--- config.mk ---
export PLATFORM = sky130hd
export DESIGN_NAME = branch_predict_unit
export DESIGN_NICKNAME = d
export VERILOG_FILES = /design/src/rtl/branch_predict_unit.sv
export SDC_FILE = /design/constraint.sdc
export NUM_CORES = 1
export LEC_CHECK = 0
export CAP_MARGIN = 20
export CORE_MARGIN = 2
export CORE_UTILIZATION = 40
export CTS_CLUSTER_DIAMETER = 100
export DETAILED_ROUTE_END_ITERATION = 8
export PLACE_DENSITY_LB_ADDON = 0.3
export SETUP_SLACK_MARGIN = 0.3
export SYNTH_ARGS = -nofsm -noshare
export SYNTH_HDL_FRONTEND = slang
export SYNTH_SLANG_ARGS = --single-unit
--- constraint.sdc ---
create_clock -name clk -period 14.88 [get_ports clk]
set_input_delay 4.464 -clock clk [delete_from_list [all_inputs] [get_ports clk]]
set_output_delay 4.464 -clock clk [all_outputs]
set_load 0.02 [all_outputs]
--- src/rtl/branch_predict_unit.sv ---
// Branch resolution (signed compares) plus a 2-bit saturating-counter PHT for IF
// prediction, misprediction flagging and saturating branch statistics.
module branch_predict_unit #(
  parameter int DATA_W = 32,
  parameter int PC_W   = 32,
  parameter int IDX_W  = 4,
  parameter int CNT_W  = 16
) (
  input  logic              clk,
  input  logic              reset,
  input  logic [PC_W-1:0]   if_pc,
  output logic              if_pred_taken,
  input  logic              ex_valid,
  input  logic [PC_W-1:0]   ex_pc,
  input  logic [2:0]        ex_branch_type,
  input  logic [DATA_W-1:0] ex_op1,
  input  logic [DATA_W-1:0] ex_op2,
  input  logic              ex_pred_taken,
  output logic              ex_taken,
  output logic              ex_is_branch,
  output logic              ex_mispredict,
  output logic [CNT_W-1:0]  branch_count,
  output logic [CNT_W-1:0]  mispredict_count
);

  localparam int PHT_N = 2 ** IDX_W;
  localparam logic [2:0] T_BEQ  = 3'b001;
  localparam logic [2:0] T_BNE  = 3'b010;
  localparam logic [2:0] T_BLEZ = 3'b011;
  localparam logic [2:0] T_BGTZ = 3'b100;
  localparam logic [2:0] T_BLTZ = 3'b101;
  localparam logic [2:0] T_BGEZ = 3'b110;
  localparam logic [CNT_W-1:0] CNT_ONE = {{(CNT_W-1){1'b0}}, 1'b1};

  logic [1:0]       pht [PHT_N];
  logic [IDX_W-1:0] if_idx;
  logic [IDX_W-1:0] ex_idx;
  logic [1:0]       ex_ctr;
  logic [1:0]       ex_ctr_next;
  logic             cond;
  logic             unused_pc_bits;

  assign if_idx = if_pc[IDX_W+1:2];
  assign ex_idx = ex_pc[IDX_W+1:2];
  assign unused_pc_bits = ^{if_pc[PC_W-1:IDX_W+2], if_pc[1:0],
                            ex_pc[PC_W-1:IDX_W+2], ex_pc[1:0]};

  always_comb begin
    cond = 1'b0;
    case (ex_branch_type)
      T_BEQ:   cond = (ex_op1 == ex_op2);
      T_BNE:   cond = (ex_op1 != ex_op2);
      T_BLEZ:  cond = ($signed(ex_op1) <= $signed(ex_op2));
      T_BGTZ:  cond = ($signed(ex_op1) >  $signed(ex_op2));
      T_BLTZ:  cond = ($signed(ex_op1) <  $signed(ex_op2));
      T_BGEZ:  cond = ($signed(ex_op1) >= $signed(ex_op2));
      default: cond = 1'b0;
    endcase
  end

  assign ex_is_branch  = ex_valid && (ex_branch_type != 3'b000) && (ex_branch_type != 3'b111);
  assign ex_taken      = ex_is_branch && cond;
  assign ex_mispredict = ex_is_branch && (ex_taken != ex_pred_taken);

  // Reads see the pre-update table; a write lands at the edge.
  assign if_pred_taken = pht[if_idx][1];
  assign ex_ctr        = pht[ex_idx];

  always_comb begin
    ex_ctr_next = ex_ctr;
    if (ex_taken) begin
      if (ex_ctr != 2'b11) ex_ctr_next = ex_ctr + 2'd1;
    end else begin
      if (ex_ctr != 2'b00) ex_ctr_next = ex_ctr - 2'd1;
    end
  end

  always_ff @(posedge clk) begin
    if (reset) begin
      for (int i = 0; i < PHT_N; i++) pht[i] <= 2'b01;
    end else if (ex_is_branch) begin
      pht[ex_idx] <= ex_ctr_next;
    end
  end

  always_ff @(posedge clk) begin
    if (reset) begin
      branch_count     <= '0;
      mispredict_count <= '0;
    end else begin
      if (ex_is_branch && (branch_count != '1))
        branch_count <= branch_count + CNT_ONE;
      if (ex_mispredict && (mispredict_count != '1))
        mispredict_count <= mispredict_count + CNT_ONE;
    end
  end

endmodule

==> Word level (Yosys, flattened, before mapping) <==
Memories as Yosys holds them, arrays and structs flattened.
Index checks and enable logic that the tools add are counted.
W data, S select, Z words.
{ "word_totals": {"input_bits": 135, "output_inout_bits": 36, "ramBits": 32, "mem_count": 1, "word_cells": 45, "ff_bits": 32} }
{ "mem_list": {"columns": ["memory", "words", "word_bits", "read_ports", "rd_ports_with_merged_regs", "write_ports", "line", "source"], "rows": [
  ["pht", 16, 2, 2, 0, 16, "35", "logic [1:0] pht [PHT_N];"]
]} }
{ "op_classes": {"n_mux": 12, "addsub": 4, "order_cmp": 4, "n_eq_ne": 13, "reduce_logical": 9} }
{ "ops": {"columns": ["operator", "n"], "rows": [
  ["$add A16 B1 Y16 const B", 2],
  ["$eq A32 B32 Y1", 1],
  ["$ge A32 B32 Y1", 1],
  ["$gt A32 B32 Y1", 1],
  ["$le A32 B32 Y1", 1],
  ["$lt A32 B32 Y1", 1],
  ["$ne A16 B16 Y1 const B", 2],
  ["$ne A32 B32 Y1", 1],
  ["$eq A3 B3 Y1 const B", 3],
  ["$mux W2", 4],
  ["$eq A3 B2 Y1 const B", 2],
  ["$logic_and A1 B1 Y1", 6],
  ["$mux W1", 6],
  ["$pmux W1 S6", 1],
  ["$mux W4", 1],
  ["$eq A3 B1 Y1 const B", 1],
  ["$ne A3 B3 Y1 const B", 1],
  ["$reduce_bool A3 Y1", 1],
  ["$add A2 B1 Y2 const B", 1],
  ["$ne A2 B2 Y1 const B", 1],
  ["$reduce_bool A2 Y1", 1],
  ["$reduce_or A2 Y1", 1],
  ["$sub A2 B1 Y2 const B", 1],
  ["$ne A1 B1 Y1", 1]
]} }

==> Longest topological paths before layout <==
{ "logic_depth": {"ltp_word": 8, "ltp_mapped": 12, "mapped_depth_nobuf": 11} }

==> Least setup slack after synthesis <==
OpenSTA, ideal clock, no wires.
{ "synth_timing": {"path_type": "input -> output", "start": "input ex_op2[25]", "end": "output ex_mispredict", "setup_slack_ns": 3.562, "arrival_ns": 6.854, "path_stages": 10, "required_ns": 10.416, "path_buffers": 0, "cell_sequence": "inv_1 ha_1 a21o_1 a221o_1 a221oi_1 o21ai_1 o21ai_0 a21o_1 a31oi_2 nor3_1"} }
{ "synth_via": {"elab_chain_cells": 5, "word_cells_on_any_way": 10, "cone_classes": "order compare (4); eq/ne (3); mux (1); reduce/logical (2)"} }
{ "synth_rtl": {"columns": ["element", "line", "source"], "rows": [
  ["start: declaration", "17", "input logic [DATA_W-1:0] ex_op2,"],
  ["$ge A32 B32 Y1, or another cell as far along", "56", "T_BGEZ: cond = ($signed(ex_op1) >= $signed(ex_op2));"],
  ["$pmux W1 S6 *", "50", "case (ex_branch_type)"],
  ["$logic_and A1 B1 Y1 *", "62", "assign ex_taken = ex_is_branch && cond;"],
  ["$ne A1 B1 Y1 *", "63", "assign ex_mispredict = ex_is_branch && (ex_taken != ex_pred_taken);"],
  ["$logic_and A1 B1 Y1 *", "63", null],
  ["end: declaration", "21", "output logic ex_mispredict,"]
]} }
Every way passes the cells marked *; elsewhere a longest branch is shown, timed or not.

==> Worst setup path in the final report <==
Ends and elaborated chain as after synthesis.

==> impl_metrics.yaml <==
route:
  first_pass_iters: 7
  wl_per_cell_um: 15.46
  num_vias: 4128
  drtIter0Drc: 223
  ant_nets: 0
  routed_via_density: 5.489
  drc_errors: 0
  totalWireLength_um: 11630
worst_setup_path:
  crit_slowest_cell: "clkdlybuf4s50_1"
  worstPathCellList: "clkdlybuf4s50_1 > inv_1 > ha_1 > a21o_1 > a221o_1 > a221oi_1 > o21ai_1 > o21ai_0 > a21o_1 > a31oi_2 > nor3_1 > clkdlybuf4s50_1"
  path_class: "input pin to output pin"
  worstPathArrival_ns: 7.96
  cp_max_fo: 7
  crit_family: "compound AO/OA/AOI/OAI gates"
  max_stage_delay_ns: 0.65
  critPathRequiredTime_ns: 10.42
  critical_path_buf_inv_count: 3
  endpoint_kind: "output pin"
  worst_setup_path_start_kind: "input pin"
clock_tree:
  clk_pin_slew_ns: 0.05
  clock_sinks: 64
  cts_max_level: 3
  cts_setup_buffers: 0
  cts_resized: 0
  clockRootBuffer: "clkbuf_16"
  clockBufferDepth: 2
  cts_tree: "done"
  cts-hold-fix-buffers: 0
  clk_latency_ns: 0.33
  numCtsBuffers: 9
cells_and_area:
  layout-drive-gt1-share_pct: 9.688
  final_cell_area_um2: 6147
  n_antenna_cell: 0
  final_common_cell: "clkdlybuf4s50_1"
  final_cell_mix: "clkdlybuf4s50_1 (114), nand2_1 (48), nor2_1 (45)"
  area_growth_pct: 34.16
  fin_nets: 773
synthesis:
  synth.cell_area_um2: 4582
  synth_area_leaders: "edfxtp_1 (21%), dfxtp_1 (14%), ha_1 (9.3%), mux4_2 (6.9%), nand2_1 (3.9%)"
  syn_inst: 497
  syn_area_per_cell_um2: 9.219
  syn_nets: 666
  yosys.area.top_type: "edfxtp_1"
  synthFlopType: "edfxtp_1"
  synth.distinct_cells: 58
  synth_top_area_share_pct: 20.97
  async_reset_ff_share_pct: 0
  synth_edf_count: 32
  ys_warn_count: 0
  yosysSeqAreaShare_pct: 34.95
  ys_ff_latch: 64
timing:
  final.setup.worst_slack_ns: 2.454
  max-slew-margin-rel_pct: 37.02
  skew_ns: 0.009982
  min_period_ns: 12.43
  finalSetupTns_ns: 0
  report.final.slew_viol_count: 0
  rsz0062_at_grt: "no"
  fmax_mhz: 80.48
  fin_crit_sh_pct: 83.51
  setup_viol: 0
  max_slew.worst_pin.slew_ns: 0.9418
  fin_hold_ws_ns: 0.5122
  hold_viol: 0
power:
  swShare_pct: 24.47
  comb_power_share_pct: 17.9
  powerDensity_nw_per_um2: 81.95
  internal_power_mw: 0.3805
  p_leak_nw: 2.384
  ir_drop_v: 0.00006006
  power.switching_mw: 0.1233
  power_frac_clock_pct: 44.1
  seqPwrFrac_pct: 38.0
floorplan:
  die_h_um: 111.0
  rows: 39
  dieArea_um2: 12330
  start_util_pct: 40.47
  dieWidth_um: 111.0
  ios: 171
  core_um2: 11320
placed_design:
  portBuffers: 114
  placed_area_um2: 5833
  dp_hpwl_um: 8690
  place_ws_ns: 2.453
  gp_congestion: 0.8528
run:
  max_cap_viol_count: 0
global_route:
  antenna_found_initial: 0
  grt_usage_pct: 19.17
  grt_max_degree: 54
  gr-total-overflow: 0
  grt_pass1_wl_um: 19370
  grt_pass1_vias: 4040
run_status:
  status: "finished, final reports clean"
min_path:
  hp-class: "flop to flop"
## sequential cells by signal, indices dropped and copies added, names as in the netlist
name              cells
mispredict_count     16
branch_count         16
pht                  32
## cells in the mapped netlist, types with 2 or more instances
| cell type | count |
|---|---|
| nand2_1 | 48 |
| nor2_1 | 45 |
| inv_1 | 38 |
| ha_1 | 34 |
| dfxtp_1 | 32 |
| edfxtp_1 | 32 |
| nand3_1 | 28 |
| nand4_1 | 24 |
| nor2b_1 | 19 |
| nor3_1 | 19 |
| clkbuf_1 | 15 |
| mux4_2 | 14 |
| a21oi_1 | 13 |
| mux2_2 | 13 |
| mux2i_1 | 11 |
| o21ai_0 | 11 |
| nor4_1 | 10 |
| xor2_1 | 8 |
| a21o_1 | 7 |
| and3_1 | 7 |
| or3_1 | 7 |
| nand2b_1 | 6 |
| and4_1 | 5 |
| or2_2 | 5 |
| a211oi_1 | 3 |
| o31ai_1 | 3 |
| a221oi_1 | 2 |
| buf_1 | 2 |
| maj3_2 | 2 |
| mux2_1 | 2 |
| nand3b_1 | 2 |
| nor3_2 | 2 |
| nor4b_1 | 2 |
| xnor2_1 | 2 |
## tightest hold or removal path, cell delays in order, from the launching register on
cell and delay, ns:
dfxtp_1 0.32, o21ai_0 0.08, a21oi_1 0.06
## routing by layer
layer | GRT usage [%] | part of all wire [%]
met5 | 0 | 0
met4 | 5.350 | 1.9
met3 | 5.139 | 6.5
met2 | 31.45 | 47
met1 | 25.07 | 45
## cells by family after synthesis
| kind of cell | after synthesis | share of synthesized area, % |
|---|---|---|
| compound gates | 54 | 8.520 |
| xor+xnor | 10 | 1.912 |
| fa+ha+maj | 36 | 9.776 |
| buf+inv | 58 | 4.861 |
| flops | 64 | 34.95 |
| mux | 40 | 12.97 |
| simple gates | 235 | 27.01 |
## layout make-up
cell class                      count  area, µm²
Tap cell                          143      178.9
Timing Repair Buffer              115       1149
Multi-Input combinational cell    375       2758
Clock buffer                       11      232.7
Inverter                           39      146.4
Sequential cell                    64       1602
Clock inverter                      5      81.33
Fill cell                        1059       5174
## power by group through the flow
| stage | combinational, mW | clock [mW] | sequential, mW |
|---|---|---|---|
| after floorplan | 0.0508 | 0 | 0.195 |
| after global placement | 0.0870 | 0 | 0.195 |
| after detailed placement | 0.0901 | 0 | 0.195 |
| after CTS | 0.0906 | 0.226 | 0.191 |
| after global routing | 0.0989 | 0.237 | 0.192 |
| final | 0.0903 | 0.222 | 0.191 |
## metrics by stage
stage	cells	utilization (%)	power [mW]
6_report	752	54.30	0.5038
5_1_grt	752	54.30	0.5271
4_1_cts	752	54.30	0.5081
3_5_place_dp	736	51.53	0.2850
3_3_place_gp	736	51.53	0.2816
2_1_floorplan	497	-	0.2461
## worst paths after layout
check | depth (start not counted) | start | to | slack [ns]
worst max-delay path | 12 | ex_op2[25] | ex_mispredict | 2.45
worst min register to register | 2 | branch_count[10] | branch_count[10] | 0.51
worst min-delay path | 2 | branch_count[10] | branch_count[10] | 0.51
worst max register to register | 8 | mispredict_count[6] | mispredict_count[11] | 12.21
(Power assumes the default switching activity.)
==> RTL change 1 (same flow settings) <==
Set the parameter `IDX_W` to 5 (it was 4).
--- a/src/rtl/branch_predict_unit.sv
+++ b/src/rtl/branch_predict_unit.sv
@@ -4,5 +4,5 @@
   parameter int DATA_W = 32,
   parameter int PC_W   = 32,
-  parameter int IDX_W  = 4,
+  parameter int IDX_W  = 5,
   parameter int CNT_W  = 16
 ) (
Check against the original RTL: not equivalent (Yosys sat finds a counterexample within 4 cycles, from zero or initial values and one cycle with reset high).
==> RTL change 1 against the original RTL <==
- critical path depth stayed put
- setup slack worse by 0.34 ns
- final area is 27% higher
- routed wire length is 31% higher
- power is 28% higher
- synthesized cell count is 27% higher
- sequential cell count is 32 higher
- synthesized area is 35% higher
- global-route usage is 0.56 points lower
- non-clock buffer count is 10 higher
==> RTL change 1: results (changes against the original RTL) <==
- Status: complete, no violations
- Initial DRC Count: 274 (+23%)
- Top post-synthesis cells by area: edfxtp_1, dfxtp_1, mux4_2, ha_1, nor2_1
- Maximum vdd drop: 0.0491 mV (-18%)
- Num CTS Buffers: 9 (unchanged)
- Post-CTS Resized: 0 (unchanged)
- CTS Buffer Depth: 2 (unchanged)
- Slew @ Worst Pin: 1.02 ns (+0.0763 ns)
- Leak: 2.79 nW (+17%)
- Post-synth top cells: nor2_1, edfxtp_1, nand2_1, inv_1
- Largest net degree at the start of global routing: 75 (+39%)
- Worst hold path type: flip-flop to flip-flop
- FILL cells: 1379 (+30%)
- Synth Net Count: 799 (+20%)
- Unique masters post-synth: 68 (+17%)
- Crit. End Element: output port
- DP Area: 7500 um2 (+29%)
- CP arrival: 8.30 ns (+0.34 ns)
- YS warnings: 0 (unchanged)
- GPL Wtd Cong: 0.795 (-6.8%)
- Final net count: 897 (+16%)
- H-tree Lvls: 3 (unchanged)
- Post-DR vias/cell: 5.65 (+3.0%)
- Share of cells above drive strength 1: 0.109 (+0.0123)
- Vias in the first global route: 5083 (+26%)
- Post-synth EDFFs: 64 (+100%)
- Skew final: 0.00756 ns (-0.00242 ns)
- Initial antenna violation count: 0 (unchanged)
- Number of antenna diodes: 0 (unchanged)
- Postcts setup bufs: 0 (unchanged)
- Detailed Routing Iterations Pass 1: 5 (-2)
- Primary FF master, synth: edfxtp_1
- First-pass GRT wire length: 24.6 mm (+27%)
- Top Registers: pht: 64 flops, branch_count: 16 flops, mispredict_count: 16 flops
- Sequential share of the synthesized area: 0.413 (+0.0635)
- Max FO, Critical Path: 26 (+19)
- Clk pin slew, worst setup/hold paths: 0.07 ns (+0.02 ns)
- Routed len/inst: 16.6 um (+7.3%)
- CP max stage cell: nor3b_1
- Share of flip-flops with an asynchronous set or reset: 0 (unchanged)
- Number of port buffers: 116 (+1.8%)
- Gr usage total: 0.186 (-0.00564)
- CP max stage delay: about 0.66 ns
- DP HPWL: 10.9 mm (+26%)
[RTL change 1: cell types whose count changed in the layout (fill, tap and decap cells not counted), sizes merged, moves of 11 or more]
cell and delta:
nor2b -13, nand2b +14, nor2 +27, inv +11, edfxtp +32, mux4 +12
[RTL change 1: area by class of cell]
type / instances / area [um2] / share of cell area
multi-input cells: 447 / 3310 / 0.424
flip-flops and latches: 96 / 2560 / 0.328
repair buffers: 125 / 1220 / 0.157
clock buffers: 14 / 285 / 0.0365
well taps: 188 / 235 / 0.0301
inverters: 49 / 184 / 0.0235
clock inverters: 2 / 12.5 / 0.00160
[RTL change 1: worst paths after layout]
check | start | end | slack, ns | depth (start not counted)
worst max-delay path | ex_op2[31] | ex_mispredict | 2.12 | 12
worst min-delay path | mispredict_count[10]$_SDFFE_PP0P_ | mispredict_count[10]$_SDFFE_PP0P_ | 0.50 | 2
worst max register to register | pht[20][1]$_SDFFCE_PN0P_ | pht[5][0]$_SDFFCE_PN1P_ | 11.86 | 8
worst min register to register | mispredict_count[10]$_SDFFE_PP0P_ | mispredict_count[10]$_SDFFE_PP0P_ | 0.50 | 2
[RTL change 1: power by group]
| group | total (W) | switching (W) | internal [W] |
|---|---|---|---|
| clock network | 0.000231 | 0.0000979 | 0.000133 |
| registers | 0.000293 | 0.00000358 | 0.000289 |
| logic | 0.000119 | 0.0000642 | 0.0000548 |
| total | 0.000642 | 0.000166 | 0.000477 |
[RTL change 1: per-stage QoR]
step | std cells | setup slack (ns)
6_report | 921 | 2.12
5_1_grt | 921 | 1.87
4_1_cts | 919 | 2.18
3_5_place_dp | 903 | 2.20
3_3_place_gp | 903 | 2.28
2_1_floorplan | 630 | 3.35
[RTL change 1: metal layers]
metal  part of all wire  global-route usage  vias to the layer above
li1                   -                   -                     2501
met1               0.42               0.231                     2537
met2               0.51               0.333                      144
met3              0.048              0.0237                       25
met4              0.020              0.0697                        0
met5                  0                   0                        -
[RTL change 1: kinds of logic after synthesis]
| kind of cell | count (synthesis) | share of synthesized area |
|---|---|---|
| AO/OA/AOI/OAI | 74 | 0.0847 |
| XOR/XNOR | 13 | 0.0184 |
| adder cells (fa/ha/maj) | 34 | 0.0686 |
| buffers and inverters | 87 | 0.0555 |
| flip-flops | 96 | 0.413 |
| multiplexers | 34 | 0.109 |
| AND/OR/NAND/NOR | 292 | 0.251 |
[RTL change 1: worst max-delay path: cells and delay by family]
kind            cells  cell delay [ns]
simple gates        5             1.68
fa+ha+maj           1             0.41
compound gates      2             0.36
buf+inv             4             1.38
==> RTL change 2 (config.mk and constraints unchanged) <==
Without the edit above. Put one more register stage on the output `mispredict_count`. The value now appears one clock later. The other outputs are not delayed to match.
--- a/src/rtl/branch_predict_unit.sv
+++ b/src/rtl/branch_predict_unit.sv
@@ -32,4 +32,6 @@
   localparam logic [2:0] T_BGEZ = 3'b110;
   localparam logic [CNT_W-1:0] CNT_ONE = {{(CNT_W-1){1'b0}}, 1'b1};
+
+  logic [CNT_W-1:0] mispredict_count_s0;
 
   logic [1:0]       pht [PHT_N];
@@ -87,11 +89,15 @@
     if (reset) begin
       branch_count     <= '0;
-      mispredict_count <= '0;
+      mispredict_count_s0 <= '0;
     end else begin
       if (ex_is_branch && (branch_count != '1))
         branch_count <= branch_count + CNT_ONE;
-      if (ex_mispredict && (mispredict_count != '1))
-        mispredict_count <= mispredict_count + CNT_ONE;
+      if (ex_mispredict && (mispredict_count_s0 != '1))
+        mispredict_count_s0 <= mispredict_count_s0 + CNT_ONE;
     end
+  end
+
+  always_ff @(posedge clk) begin
+    mispredict_count <= mispredict_count_s0;
   end
 
Formal check against the unedited RTL: not equivalent (a bounded check fails within 4 cycles, from zero or initial values and one cycle with reset high).
==> RTL change 2 against the original RTL <==
- utilization down 1.0 points
- synthesized cell count is 0.20% higher
- critical path type unchanged
- final area increased by 2.8%
- sequential power up 23%
- sequential share of layout area is 4.4 points higher
- setup slack improved by 0.061 ns
- power up 13%
- synthesized area rose by 4.9%
- routed wire length down 4.7%
- global-route usage decreased by 1.3 points
- largest cell class unchanged
- sequential cell count is 16 higher
- via count fell by 3.2%
==> RTL change 2: results (changes against the original RTL) <==
- Layout Cells excl Fill: 755 (+0.40%)
- Crit Reg-Reg Endpoint: branch_count[14]$_SDFFE_PP0P_
- Synth Register Bits: 80 (+25%)
- Met2 usage: 0.322 (+0.00764)
- Signal inverters: 40 (+2.6%)
- Status: complete, no violations
- Nonclk buf count: 116 (+0.87%)
- Comb_multi_in: 356 (-5.1%)
- Num CTS Buffers: 9 (unchanged)
- Leak: 2.41 nW (+0.98%)
- Final net count: 772 (-0.13%)
- Fraction of area in multi-input gates: 0.409 (-0.0393)
- Met3 usage: 0.0409 (-0.0105)
- Sequential power share: 0.410 (+0.030)
- Maximum vdd drop: 0.0616 mV (+2.5%)
- WHS Path Cells: 0 (-2)
- GPL Wtd Cong: 0.820 (-3.8%)
- CP max stage delay: 0.63 ns (-0.02 ns)
- FILL cells: 1067 (+0.76%)
- Sequential share of the synthesized area: 0.400 (+0.0505)
- Placed insts: 739 (+0.41%)
- CP arrival: 7.90 ns (-0.06 ns)
- Top post-synthesis cells by area: dfxtp_1, edfxtp_1, ha_1, mux4_2, nor2_1
- R2R Setup Slk: 12.49 ns (+0.28 ns)
- Max FO, Critical Path: 24 (+17)
- Mapped Cells: 498 (+0.20%)
- R2R Path Start: branch_count[4]$_SDFFE_PP0P_
- DP HPWL: 8.30 mm (-4.5%)
- Final clock-cell share: 0.0517 (+0.000574)
- Adder-Cell Fraction of Synth Area: 0.0885 (-0.00922)
- First-pass GRT wire length: 18.7 mm (-3.3%)
- Gr usage total: 0.179 (-0.0126)
- Hold endpoint: mispredict_count[8]$_DFF_P_
- WL met2: 5.57 mm (+2.2%)
- NonClk Buf Share: 0.182 (-0.00475)
- Clock power share: 0.427 (-0.014)
- GR Util met1: 0.215 (-0.0354)
- XOR/XNOR Fraction of Synth Area: 0.0237 (+0.00458)
- Share of cells above drive strength 1: 0.100 (+0.00345)
- FF-to-FF path depth: 9 (+1)
- Routed len/inst: 14.7 um (-5.1%)
- Hold path start: mispredict_count_s0[8]$_SDFFE_PP0P_
- Largest family of logic cells by synthesized area: simple AND/OR/NAND/NOR gates
- Primary FF master, synth: dfxtp_1
- Detailed Routing Iterations Pass 1: 4 (-3)
- Skew final: 0.00650 ns (-0.00348 ns)
- Vias in the first global route: 4104 (+1.6%)
- Met3 wire len: 544 um (-28%)
- P_int: 0.000426 W (+12%)
- Worst rel slew slack: 0.333 (-0.0370)
- Sequential Area: 1920 um2 (+20%)
- Post-synth top cells: nor2_1, dfxtp_1, nand2_1, inv_1, ha_1
- Synth Net Count: 667 (+0.15%)
- Crit. Startpoint: ex_op2[31]
- Met1 wire length: 4.83 mm (-7.2%)
- Initial DRC Count: 155 (-30%)
## RTL change 2: cell count changes in the layout (fill, tap and decap cells not counted), sizes merged, moves of 5 or more
cell / delta
nand2b: +13
mux2i: -10
a21oi: +10
nand4: -9
and4: -5
mux2: -8
dfxtp: +16
nor3: -8
nor2: +5
inv: +5
nor2b: -8
## RTL change 2: worst max-delay path, delay by kind of cell
kind | cells | cell delay, ns
AO/OA/AOI/OAI | 2 | 0.53
AND/OR/NAND/NOR | 6 | 1.33
adder cells (fa/ha/maj) | 1 | 0.45
buffers and inverters | 3 | 1.12
## RTL change 2: stage by stage
step / cell area (um2) / total power (W) / setup WS (ns) / hold slack (ns)
3_5_place_dp: 5990 / 0.000332 / 2.51 / 0.364
3_3_place_gp: 5990 / 0.000329 / 2.54 / 0.369
4_1_cts: 6320 / 0.000576 / 2.49 / 0.377
6_report: 6320 / 0.000571 / 2.52 / 0.380
2_1_floorplan: 4800 / 0.000298 / 3.55 / 0.355
5_1_grt: 6320 / 0.000595 / 2.23 / 0.388
